[src/rtl/loop_filter_pkg.sv]
// +----------------------------------------------------------------------+
// | loop_filter_pkg : shared widths and saturation constants             |
// | Rev 1.0                                                              |
// +----------------------------------------------------------------------+
`default_nettype none

package loop_filter_pkg;
  localparam int          LF_ERR_WIDTH       = 8;
  localparam int          LF_ACC_WIDTH       = 32;
  localparam int          LF_SHIFT_HEADROOM  = 31;
  localparam int          LF_SHIFT_WIDTH     = LF_ERR_WIDTH + LF_SHIFT_HEADROOM;
  localparam logic [31:0] MAX_POS32          = 32'h7FFF_FFFF;
  localparam logic [31:0] MAX_NEG32          = 32'h8000_0000;
endpackage

`default_nettype wire

[src/rtl/loop_filter_if.sv]
// +----------------------------------------------------------------------+
// | loop_filter_if : error-in / frequency-out handshake bundle           |
// | Rev 1.0                                                              |
// +----------------------------------------------------------------------+
`default_nettype none

interface loop_filter_if
  import loop_filter_pkg::*;
#(
  parameter int ERR_WIDTH = LF_ERR_WIDTH,
  parameter int ACC_WIDTH = LF_ACC_WIDTH
);
  logic signed [ERR_WIDTH-1:0] error;
  logic                        errorValid;
  logic signed [ACC_WIDTH-1:0] freqOut;
  logic                        freqValid;
  logic signed [ACC_WIDTH-1:0] integrator;

  modport master (output error, errorValid, input freqOut, freqValid, integrator);
  modport slave  (input error, errorValid, output freqOut, freqValid, integrator);
endinterface

`default_nettype wire

[src/rtl/lf_sat_shift.sv]
// +----------------------------------------------------------------------+
// | lf_sat_shift : sign-extend, power-of-two gain shift, saturate        |
// | Rev 1.0                                                              |
// +----------------------------------------------------------------------+
`default_nettype none

module lf_sat_shift
  import loop_filter_pkg::*;
#(
  parameter int ERR_WIDTH = LF_ERR_WIDTH,
  parameter int ACC_WIDTH = LF_ACC_WIDTH
) (
  input  wire logic signed [ERR_WIDTH-1:0] i_err,
  input  wire logic        [4:0]           i_shift,
  output logic      signed [ACC_WIDTH-1:0] o_term
);
  localparam int SW = ERR_WIDTH + LF_SHIFT_HEADROOM;
  localparam logic signed [SW-1:0] c_max = {{(SW-ACC_WIDTH+1){1'b0}}, {(ACC_WIDTH-1){1'b1}}};
  localparam logic signed [SW-1:0] c_min = {{(SW-ACC_WIDTH+1){1'b1}}, {(ACC_WIDTH-1){1'b0}}};

  logic signed [SW-1:0] w_ext;
  logic signed [SW-1:0] w_shifted;

  // Headroom of 31 bits means even a full-scale error shifted by 31 cannot overflow.
  assign w_ext     = {{LF_SHIFT_HEADROOM{i_err[ERR_WIDTH-1]}}, i_err};
  assign w_shifted = w_ext <<< i_shift;

  always_comb begin
    o_term = w_shifted[ACC_WIDTH-1:0];
    if (w_shifted > c_max)      o_term = c_max[ACC_WIDTH-1:0];
    else if (w_shifted < c_min) o_term = c_min[ACC_WIDTH-1:0];
  end
endmodule

`default_nettype wire

[src/rtl/loop_filter.sv]
// +----------------------------------------------------------------------+
// | loop_filter : 3-stage PI loop filter producing an NCO frequency word |
// | Optional limit status outputs: define LF_LIMIT_STATUS_EN. Rev 1.0    |
// +----------------------------------------------------------------------+
`default_nettype none

module loop_filter
  import loop_filter_pkg::*;
#(
  parameter int ERR_WIDTH = LF_ERR_WIDTH,
  parameter int ACC_WIDTH = LF_ACC_WIDTH
) (
  input  wire logic        clk,
  input  wire logic        reset,
  input  wire logic        clkEn,
  loop_filter_if.slave     bus,
  input  wire logic        invertError,
  input  wire logic        zeroError,
  input  wire logic        slip,
  input  wire logic [4:0]  lead,
  input  wire logic [4:0]  lag,
  input  wire logic [31:0] limit,
  input  wire logic [31:0] loopOffset
`ifdef LF_LIMIT_STATUS_EN
  ,
  input  wire logic        clearStatus,
  output logic             upperHit,
  output logic             lowerHit,
  output logic [7:0]       slipCount
`endif
);
  localparam int W  = ACC_WIDTH + 3;
  localparam int TW = ACC_WIDTH + 2;
  localparam logic signed [ERR_WIDTH-1:0] c_err_max = {1'b0, {(ERR_WIDTH-1){1'b1}}};
  localparam logic signed [ERR_WIDTH-1:0] c_err_min = {1'b1, {(ERR_WIDTH-1){1'b0}}};
  localparam logic signed [TW-1:0]        c_pos_t   = TW'(signed'(MAX_POS32));
  localparam logic signed [TW-1:0]        c_neg_t   = TW'(signed'(MAX_NEG32));

  logic signed [ERR_WIDTH-1:0] w_neg, w_e;
  logic signed [ERR_WIDTH-1:0] r1_e;
  logic        [4:0]           r1_lead, r1_lag;
  logic        [30:0]          r1_limit;
  logic                        r1_slip, r1_valid;
  logic signed [31:0]          r1_offset;
  logic signed [ACC_WIDTH-1:0] w_leadTerm, w_lagTerm;
  logic signed [ACC_WIDTH-1:0] r_integrator, r2_lead;
  logic signed [31:0]          r2_offset;
  logic                        r2_valid;
  logic signed [W-1:0]         w_sum, w_L, w_next;
  logic                        w_upper, w_lower, w_wrap;
  logic signed [TW-1:0]        w_total;
  logic signed [ACC_WIDTH-1:0] w_sat, r_freqOut;
  logic                        r_freqValid;
  wire                         w_unused_limit_msb = limit[31];

  // S1: negating the most negative error would overflow, so pin it to full scale.
  assign w_neg = (bus.error == c_err_min) ? c_err_max : -bus.error;
  assign w_e   = zeroError ? '0 : (invertError ? w_neg : bus.error);

  lf_sat_shift #(.ERR_WIDTH(ERR_WIDTH), .ACC_WIDTH(ACC_WIDTH)) u_lead (
    .i_err(r1_e), .i_shift(r1_lead), .o_term(w_leadTerm));
  lf_sat_shift #(.ERR_WIDTH(ERR_WIDTH), .ACC_WIDTH(ACC_WIDTH)) u_lag (
    .i_err(r1_e), .i_shift(r1_lag), .o_term(w_lagTerm));

  assign w_sum = W'(r_integrator) + W'(w_lagTerm);
  assign w_L   = W'(r1_limit);

  // S2 bound: wrap moves by one full span 2L; anything still outside is clamped.
  always_comb begin
    w_next  = w_sum;
    w_upper = 1'b0;
    w_lower = 1'b0;
    w_wrap  = 1'b0;
    if (w_L == '0) begin
      w_next = '0;
    end else if (w_sum > w_L) begin
      w_upper = 1'b1;
      w_wrap  = r1_slip;
      w_next  = r1_slip ? (w_sum - (w_L + w_L)) : w_L;
      if (w_next > w_L) w_next = w_L;
    end else if (w_sum < -w_L) begin
      w_lower = 1'b1;
      w_wrap  = r1_slip;
      w_next  = r1_slip ? (w_sum + (w_L + w_L)) : -w_L;
      if (w_next < -w_L) w_next = -w_L;
    end
  end

  assign w_total = TW'(r_integrator) + TW'(r2_lead) + TW'(r2_offset);

  always_comb begin
    w_sat = w_total[ACC_WIDTH-1:0];
    if (w_total > c_pos_t)      w_sat = ACC_WIDTH'(MAX_POS32);
    else if (w_total < c_neg_t) w_sat = ACC_WIDTH'(MAX_NEG32);
  end

  always_ff @(posedge clk) begin
    if (reset) begin
      r1_e         <= '0;
      r1_lead      <= '0;
      r1_lag       <= '0;
      r1_limit     <= '0;
      r1_slip      <= 1'b0;
      r1_offset    <= '0;
      r1_valid     <= 1'b0;
      r_integrator <= '0;
      r2_lead      <= '0;
      r2_offset    <= '0;
      r2_valid     <= 1'b0;
      r_freqOut    <= '0;
      r_freqValid  <= 1'b0;
    end else if (clkEn) begin
      r1_valid    <= bus.errorValid;
      r2_valid    <= r1_valid;
      r_freqValid <= r2_valid;
      if (bus.errorValid) begin
        r1_e      <= w_e;
        r1_lead   <= lead;
        r1_lag    <= lag;
        r1_limit  <= limit[30:0];
        r1_slip   <= slip;
        r1_offset <= loopOffset;
      end
      if (r1_valid) begin
        r_integrator <= w_next[ACC_WIDTH-1:0];
        r2_lead      <= w_leadTerm;
        r2_offset    <= r1_offset;
      end
      if (r2_valid) r_freqOut <= w_sat;
    end
  end

  assign bus.freqOut    = r_freqOut;
  assign bus.freqValid  = r_freqValid;
  assign bus.integrator = r_integrator;

`ifdef LF_LIMIT_STATUS_EN
  logic       r_upperHit, r_lowerHit;
  logic [7:0] r_slipCount;

  // A hit in the same cycle as clearStatus wins, leaving the status set.
  always_ff @(posedge clk) begin
    if (reset) begin
      r_upperHit  <= 1'b0;
      r_lowerHit  <= 1'b0;
      r_slipCount <= '0;
    end else if (clkEn) begin
      r_upperHit  <= (clearStatus ? 1'b0 : r_upperHit) | (r1_valid & w_upper);
      r_lowerHit  <= (clearStatus ? 1'b0 : r_lowerHit) | (r1_valid & w_lower);
      r_slipCount <= (clearStatus ? 8'd0 : r_slipCount) + {7'd0, r1_valid & w_wrap};
    end
  end

  assign upperHit  = r_upperHit;
  assign lowerHit  = r_lowerHit;
  assign slipCount = r_slipCount;
`else
  wire w_unused_status = w_upper ^ w_lower ^ w_wrap;
`endif
endmodule

`default_nettype wire
[src/flat_wrapper.sv]
// flat-port wrapper written by rule: the top's interface ports become plain ports
module loop_filter_flat import loop_filter_pkg::*;
#(
  parameter int ERR_WIDTH = LF_ERR_WIDTH,
  parameter int ACC_WIDTH = LF_ACC_WIDTH
)
  (clk, reset, clkEn, invertError, zeroError, slip, lead, lag, limit, loopOffset, bus_error, bus_errorValid, bus_freqOut, bus_freqValid, bus_integrator);
  loop_filter_if #(.ERR_WIDTH(ERR_WIDTH), .ACC_WIDTH(ACC_WIDTH)) bus_i ();
  input  wire logic clk;
  input  wire logic reset;
  input  wire logic clkEn;
  input  wire logic invertError;
  input  wire logic zeroError;
  input  wire logic slip;
  input  wire logic [4:0] lead;
  input  wire logic [4:0] lag;
  input  wire logic [31:0] limit;
  input  wire logic [31:0] loopOffset;
  input wire logic [$bits(bus_i.error)-1:0] bus_error;
  input wire logic [$bits(bus_i.errorValid)-1:0] bus_errorValid;
  output wire logic [$bits(bus_i.freqOut)-1:0] bus_freqOut;
  output wire logic [$bits(bus_i.freqValid)-1:0] bus_freqValid;
  output wire logic [$bits(bus_i.integrator)-1:0] bus_integrator;
  assign bus_i.error = bus_error;
  assign bus_i.errorValid = bus_errorValid;
  assign bus_freqOut = bus_i.freqOut;
  assign bus_freqValid = bus_i.freqValid;
  assign bus_integrator = bus_i.integrator;
  loop_filter #(.ERR_WIDTH(ERR_WIDTH), .ACC_WIDTH(ACC_WIDTH)) u_core (.clk(clk), .reset(reset), .clkEn(clkEn), .bus(bus_i), .invertError(invertError), .zeroError(zeroError), .slip(slip), .lead(lead), .lag(lag), .limit(limit), .loopOffset(loopOffset));
endmodule
[config.mk]
export PLATFORM = sky130hd
export DESIGN_NAME = loop_filter_flat
export DESIGN_NICKNAME = d
export VERILOG_FILES = /design/src/rtl/loop_filter_pkg.sv /design/src/rtl/loop_filter_if.sv /design/src/rtl/lf_sat_shift.sv /design/src/rtl/loop_filter.sv /design/src/flat_wrapper.sv
export SDC_FILE = /design/constraint.sdc
export NUM_CORES = 1
export LEC_CHECK = 0
export ABC_CLOCK_PERIOD_IN_PS = 21900
export CAP_MARGIN = 20
export CORE_ASPECT_RATIO = 1.2
export CORE_MARGIN = 2
export CORE_UTILIZATION = 50
export CTS_CLUSTER_DIAMETER = 120
export DETAILED_ROUTE_END_ITERATION = 8
export PLACE_DENSITY = 0.7
export SLEW_MARGIN = 10
export SYNTH_ARGS = -nofsm -noshare
export SYNTH_HDL_FRONTEND = slang
export SYNTH_SLANG_ARGS = --single-unit
[constraint.sdc]
create_clock -name clk -period 21.9 [get_ports clk]
set_input_delay 2.19 -clock clk [delete_from_list [all_inputs] [get_ports clk]]
set_output_delay 2.19 -clock clk [all_outputs]
set_load 0.01 [all_outputs]
==> results of run 1 <==
[final cells by class]
class | instances | share of cell area
multi-input cells | 2441 | 0.672
inverters | 121 | 0.0185
clock inverters | 15 | 0.00733
flip-flops and latches | 213 | 0.174
repair buffers | 180 | 0.0713
well taps | 552 | 0.0281
clock buffers | 32 | 0.0295
[routing by layer]
metal / global-route usage / share of wire / up-vias / wire length, um
li1: - / - / 10700 / -
met1: 0.403 / 0.40 / 10600 / 32000
met2: 0.603 / 0.48 / 852 / 38600
met3: 0.0351 / 0.055 / 253 / 4410
met4: 0.216 / 0.072 / 0 / 5830
met5: 0 / 0 / - / 0
[metrics by stage]
stage	instance area [sq um]	power, mW	worst slack, ps
after floorplan	21900	0.906	13270
final	24600	1.61	9650
after detailed placement	23600	1.12	10200
after CTS	24500	1.59	10170
after global placement	23600	1.11	10330
after global routing	24600	1.68	9290
[worst max-delay path, delay by kind of cell, from the launching register on]
kind                     cells  cell delay (ps)
AND/OR/NAND/NOR             13             4250
XOR/XNOR                     1              330
multiplexers                 1              420
AO/OA/AOI/OAI               15             4710
adder cells (fa/ha/maj)      4             1740
flip-flops                   1              710
[flip-flops by register name (all words and copies together), names as in the netlist]
name	count
u_core.bus.freqOut	32
u_core.bus.freqValid	1
u_core.bus.integrator	32
u_core.r1_e	8
u_core.r1_lag	5
u_core.r1_lead	5
u_core.r1_limit	31
u_core.r1_offset	32
u_core.r1_slip	1
u_core.r1_valid	1
u_core.r2_lead	32
u_core.r2_offset	32
u_core.r2_valid	1
[synth_stat cells, types with 20 or more instances]
master / n
mux2i_1: 57
ha_1: 261
nor2_1: 236
or3_1: 20
nand3_1: 63
o211ai_1: 45
clkbuf_1: 106
nand4_1: 36
o21a_1: 29
a31oi_1: 23
a21oi_1: 327
a211o_1: 23
a211oi_1: 91
nand2_1: 443
o21ai_0: 143
nand2b_1: 26
buf_1: 27
xor2_1: 29
nor3_1: 74
inv_1: 118
dfxtp_1: 213
a21o_1: 59
fa_1: 35
xnor2_1: 96
[cell usage in the layout, fill, tap and decap left out, types with 23 or more instances in the layout]
cell type and count:
o21a_1 29, o21ai_0 143, a211o_1 23, inv_1 118, o211ai_1 45, a21o_1 58
nor2_1 235, nand2_1 442, ha_1 261, buf_4 25, nand2b_1 26, xor2_1 29
nand4_1 36, a211oi_1 91, clkbuf_16 27, dfxtp_1 212, mux2i_1 57, nor3_1 74
a31oi_1 23, fa_1 35, clkdlybuf4s50_1 151, nand3_1 63, xnor2_1 96, a21oi_1 327
[power by group]
part | switching, mW | internal [mW]
clock | 0.197 | 0.273
combinational | 0.448 | 0.262
sequential | 0.0245 | 0.401
total | 0.670 | 0.935
[cells by family after synthesis]
group / count (synthesis) / share of synthesized area
simple gates: 1015 / 0.208
compound gates: 929 / 0.277
fa+ha+maj: 296 / 0.181
buf+inv: 282 / 0.0519
flops: 213 / 0.195
xor+xnor: 125 / 0.0500
mux: 76 / 0.0364
[path summary, 6_finish.rpt]
| check | startpoint | end | depth (start not counted) |
|---|---|---|---|
| max | u_core.r1_lag[1] | u_core.bus.integrator[3] | 34 |
| min | u_core.r1_offset[18] | u_core.r2_offset[18] | 2 |
| max reg2reg | u_core.r1_lag[1] | u_core.bus.integrator[3] | 34 |
| min reg2reg | u_core.r1_offset[18] | u_core.r2_offset[18] | 2 |
==> summary.md, run 1 <==
| Metric | Value |
|---|---|
| Post-CTS Setup Bufs | 0 |
| RSZ-0062 raised after global routing | no |
| P per Cell Area | 65.3 mW/mm^2 |
| Max stage delay on crit path | 930 ps |
| Initial DRT Pass Iterations | 6 |
| Final min period | 12250 ps |
| Syn Std Cell Area | 0.0219 sq mm |
| Synth async-reset ratio | 0 |
| Initial Util | 0.509 |
| GPL Wtd Cong | 0.975 |
| Final Util | 0.571 |
| IO Pins | 154 |
| Largest net degree at the start of global routing | 95 |
| Final Non-Filler Cells | 3554 |
| WL per Instance | 22.7 um |
| Final hold viol count | 0 |
| Tcrit/Tclk final | 0.559 |
| Hold Crit Class | flop to flop |
| Leakage power | 10.4 nW |
| Clk sinks | 213 |
| Port bufs | 152 |
| Antenna-violating nets left | 0 |
| Grt total ovfl | 0 |
| Worst-case clock buffer depth | 3 |
| Reg-to-reg slack, setup | 9650 ps |
| Critical-path maximum fanout | 30 |
| Cts bufs inserted | 26 |
| Drt via density | 6.32 |
| Hold slack | 441 ps |
| Yosys reg bits | 213 |
| Total track usage | 0.344 |
| Max-slew headroom | 0.307 |
| Reg area | 0.00427 sq mm |
| Initial antenna violation count | 0 |
| Cell count after synthesis | 2936 |
| DR iter-0 viols | 1828 |
| Yosys top cell area share | 0.195 |
| CP most frequent cell | o21ai_0 |
| Predominant post-synthesis flop cell | dfxtp_1 |
| Mean Syn Cell Area | 7.45 sq um |
| Peak VDD IR | 0.0629 mV |
| Post-placement cell count | 3504 |
| Setup Crit Path Kind | flop to flop |
| Fill cell count | 4104 |
| Multi-input gate area | 0.0165 sq mm |
| Crit end category | flop |
| Setup crit start kind | flop |
| Clock root buffer master | clkbuf_16 |
| Final number of setup-violating endpoints | 0 |
| Ant. Diodes | 0 |
| Area grow syn2layout | 12.3% |
| Drt drc | 0 |
| Vias in the first global route | 21500 |
| Slew @ Worst Pin | 1040 ps |
| Outcome | completed |
| CTS tree | done |
| CTS Hold Bufs | 0 |
| Die Wd | 195 um |
| Row count | 83 |
| Gates resized, CTS repair | 0 |
| Final Skew | 40.6 ps |
| CP max-delay cell | a2111oi_0 |
| Vias | 22500 |
| Dpl hpwl | 63100 um |
| Fmax achieved | 81.6 MHz |
| Chip height | 233 um |
| Synthesized net count | 3321 |
| Layout Nets | 3368 |
| Max H-tree Level | 1 |
| Proportion of layout cells with a drive suffix above 1 | 0.0476 |
| CP required | 22390 ps |
| First-pass GRT wire length | 123000 um |
| CP arrival | 12740 ps |
| Total wire length | 80800 um |
| Register area share after synthesis | 0.195 |
| EDFF count, synth | 0 |
| Core box area | 0.0430 sq mm |
| Synth area leader | dfxtp_1 |
| Max-slew violation count | 0 |
| Post-route setup TNS | 0 ps |
| Max cap viols | 0 |
| Ys Warns | 0 |
| Clk Latency, worst-skew pair | 580 ps |
| Unique cell type count in the Yosys netlist | 92 |
| Ranking of synthesized cells by area | dfxtp_1 (19%), ha_1 (15%), nand2_1 (7.6%), a21oi_1 (7.5%), nor2_1 (4.0%) |
| Die footprint | 0.0455 sq mm |
| Clk pin slew, worst setup/hold paths | 70 ps |
(Power assumes the default switching activity.)
==> run 2: changes to the inputs <==
- ABC_CLOCK_PERIOD_IN_PS: 21900 -> 10500
- PLACE_DENSITY: 0.7 -> 0.72
- clock period: 21.9 -> 10.5 ns (I/O delays scaled with it)
==> summary.md, run 2 (synthesized netlist as in run 1, its figures left out) <==
| Metric | Value |
|---|---|
| Total track usage | 0.349 (was 0.344) |
| Slew @ Worst Pin | 1210 ps (was 1040 ps) |
| IO Pins | 154 (unchanged) |
| Final min period | 9920 ps (was 12250 ps) |
| Leakage power | 10.5 nW (was 10.4 nW) |
| Proportion of layout cells with a drive suffix above 1 | 0.0645 (was 0.0476) |
| Die footprint | 0.0455 sq mm (unchanged) |
| Placement Setup Slack | 477 ps (was 10200 ps) |
| Max stage delay on crit path | 530 ps (was 930 ps) |
| Clock root buffer master | clkbuf_16 (unchanged) |
| Crit end category | flop (unchanged) |
| Antenna-violating nets left | 0 (unchanged) |
| CP most frequent cell | a21oi_1 (was o21ai_0) |
| Dpl hpwl | 65100 um (was 63100 um) |
| Peak VDD IR | 0.117 mV (was 0.0629 mV) |
| CP required | 10980 ps (was 22390 ps) |
| Tcrit/Tclk final | 0.945 (was 0.559) |
| Final Non-Filler Cells | 3605 (was 3554) |
| Area grow syn2layout | 13.8% (was 12.3%) |
| GPL Wtd Cong | 1.02 (was 0.975) |
| Highest metal used | met4 (unchanged) |
| Logic pwr share | 0.473 (was 0.443) |
| Row count | 83 (unchanged) |
| CP max-delay cell | or4_1 (was a2111oi_0) |
| CP arrival | 10400 ps (was 12740 ps) |
| Setup crit start kind | flop (unchanged) |
| Net Sw Power | 1.40 mW (was 670 uW) |
| Worst-case clock buffer depth | 3 (unchanged) |
| Cell internal pwr | 1.92 mW (was 935 uW) |
| Setup Crit Path Kind | flop to flop (unchanged) |
| Chip height | 233 um (unchanged) |
| M1 WL | 32100 um (was 32000 um) |
| Hold Crit Class | flop to flop (unchanged) |
| Fmax achieved | 101 MHz (was 81.6 MHz) |
| Switching share of power | 0.422 (was 0.417) |
| Critical-path maximum fanout | 14 (was 30) |
| Max-slew violation count | 0 (unchanged) |
| RSZ-0062 raised after global routing | no (unchanged) |
| WL per Instance | 22.6 um (was 22.7 um) |
| Final Worst Setup Slack | 578 ps (was 9650 ps) |
| Outcome | completed (unchanged) |
| CTS Hold Bufs | 0 (unchanged) |
| Final number of setup-violating endpoints | 0 (unchanged) |
| P per Cell Area | 133 mW/mm^2 (was 65.3 mW/mm^2) |
| Post-route setup TNS | 0 ps (unchanged) |
| Initial Util | 0.509 (unchanged) |
| Drt via density | 6.32 (about the same) |
| Reg-to-reg slack, setup | 580 ps (was 9650 ps) |
| Vias in the first global route | 21800 (was 21500) |
| Post-CTS Setup Bufs | 0 (unchanged) |
| Vias | 22800 (was 22500) |
| Max H-tree Level | 1 (unchanged) |
| Die Wd | 195 um (unchanged) |
| Core box area | 0.0430 sq mm (unchanged) |
| Largest net degree at the start of global routing | 87 (was 95) |
| Met3 wire len | 5230 um (was 4410 um) |
| Reg power frac | 0.266 (was 0.265) |
| Routed wl met2 | 38500 um (was 38600 um) |
| Post-placement cell count | 3557 (was 3504) |
| Ant. Diodes | 0 (unchanged) |
| Total wire length | 81600 um (was 80800 um) |
| Cts bufs inserted | 26 (unchanged) |
| Commonest non-fill, non-tap cell in the layout | nand2_1 (unchanged) |
| Max-slew headroom | 0.196 (was 0.307) |
| Initial antenna violation count | 0 (unchanged) |
| Most frequent cells in the layout | nand2_1 (442), a21oi_1 (326), ha_1 (261), nor2_1 (235), dfxtp_1 (211) (was nand2_1 (442), a21oi_1 (327), ha_1 (261), nor2_1 (235), dfxtp_1 (212)) |
| DR iter-0 viols | 1777 (was 1828) |
| Clk sinks | 213 (unchanged) |
| Clk pin slew, worst setup/hold paths | 70 ps (about the same) |
| Layout Nets | 3420 (was 3368) |
| Clk pwr share | 0.261 (was 0.293) |
| First-pass GRT wire length | 124000 um (was 123000 um) |
| Initial DRT Pass Iterations | 6 (unchanged) |
| Final Skew | 36.9 ps (was 40.6 ps) |
| Fill cell count | 4120 (was 4104) |
| Final hold viol count | 0 (unchanged) |
| CTS tree | done (unchanged) |
| Drt drc | 0 (unchanged) |
| Clk Latency, worst-skew pair | 580 ps (about the same) |
| Port bufs | 152 (unchanged) |
| Max cap viols | 0 (unchanged) |
| Grt total ovfl | 0 (unchanged) |
run 2: changes by cell type in the layout (fill, tap and decap cells not counted), moves of 2 or more:
| cell | delta |
|---|---|
| clkbuf_1 | +3 |
| clkbuf_8 | -2 |
| bufinv_16 | -3 |
| buf_4 | +51 |
| buf_12 | +2 |
| clkinvlp_4 | +3 |
run 2: path summary, 6_finish.rpt:
check	from	depth (start not counted)	end
worst max-delay path	u_core.r1_lag[1]	40	u_core.bus.integrator[28]
worst min-delay path	u_core.r1_offset[2]	2	u_core.r2_offset[2]
worst max register to register	u_core.r1_lag[1]	40	u_core.bus.integrator[28]
worst min register to register	u_core.r1_offset[2]	2	u_core.r2_offset[2]
run 2: final cells by class:
cell class / instances / area (sq um) / area share
timing repair buffer: 232 / 2160 / 0.0869
sequential: 213 / 4270 / 0.171
inverter: 121 / 454 / 0.0182
clock buffer: 32 / 683 / 0.0274
multi-input combinational: 2441 / 16500 / 0.664
clock inverter: 14 / 111 / 0.00447
tap: 552 / 691 / 0.0277
run 2: power groups by stage:
stage	Sequential, mW	Clock [mW]	Combinational [mW]
3_5_place_dp	0.899	0	1.52
6_report	0.883	0.864	1.57
2_1_floorplan	0.877	0	1.01
5_1_grt	0.885	0.903	1.69
4_1_cts	0.882	0.876	1.53
3_3_place_gp	0.898	0	1.50
run 2: critical path, delay by kind of cell (launching register included):
family,cells,cell delay [ps]
compound gates,18,3700
xor+xnor,2,650
fa+ha+maj,4,1440
buf+inv,5,790
flops,1,460
mux,4,1080
simple gates,7,1650
run 2: per-stage QoR:
stage          hold slack [ps]  instance area [sq um]   util  total power [mW]
2_1_floorplan              432                  21900      -              1.89
3_3_place_gp               437                  24000  0.559              2.40
3_5_place_dp               445                  24000  0.559              2.42
4_1_cts                    453                  24800  0.578              3.28
5_1_grt                    467                  24900  0.579              3.48
6_report                   448                  24900  0.579              3.32
run 2: metal layers:
layer | track usage | up-vias
li1 | - | 10800
met1 | 0.410 | 10800
met2 | 0.608 | 915
met3 | 0.0416 | 234
met4 | 0.220 | 0
met5 | 0 | -
run 2: timing repair:
item                       4_1_cts  5_1_grt
setup endpoints to repair        0       32
gates resized for setup          0        6
hold endpoints to repair         0        0
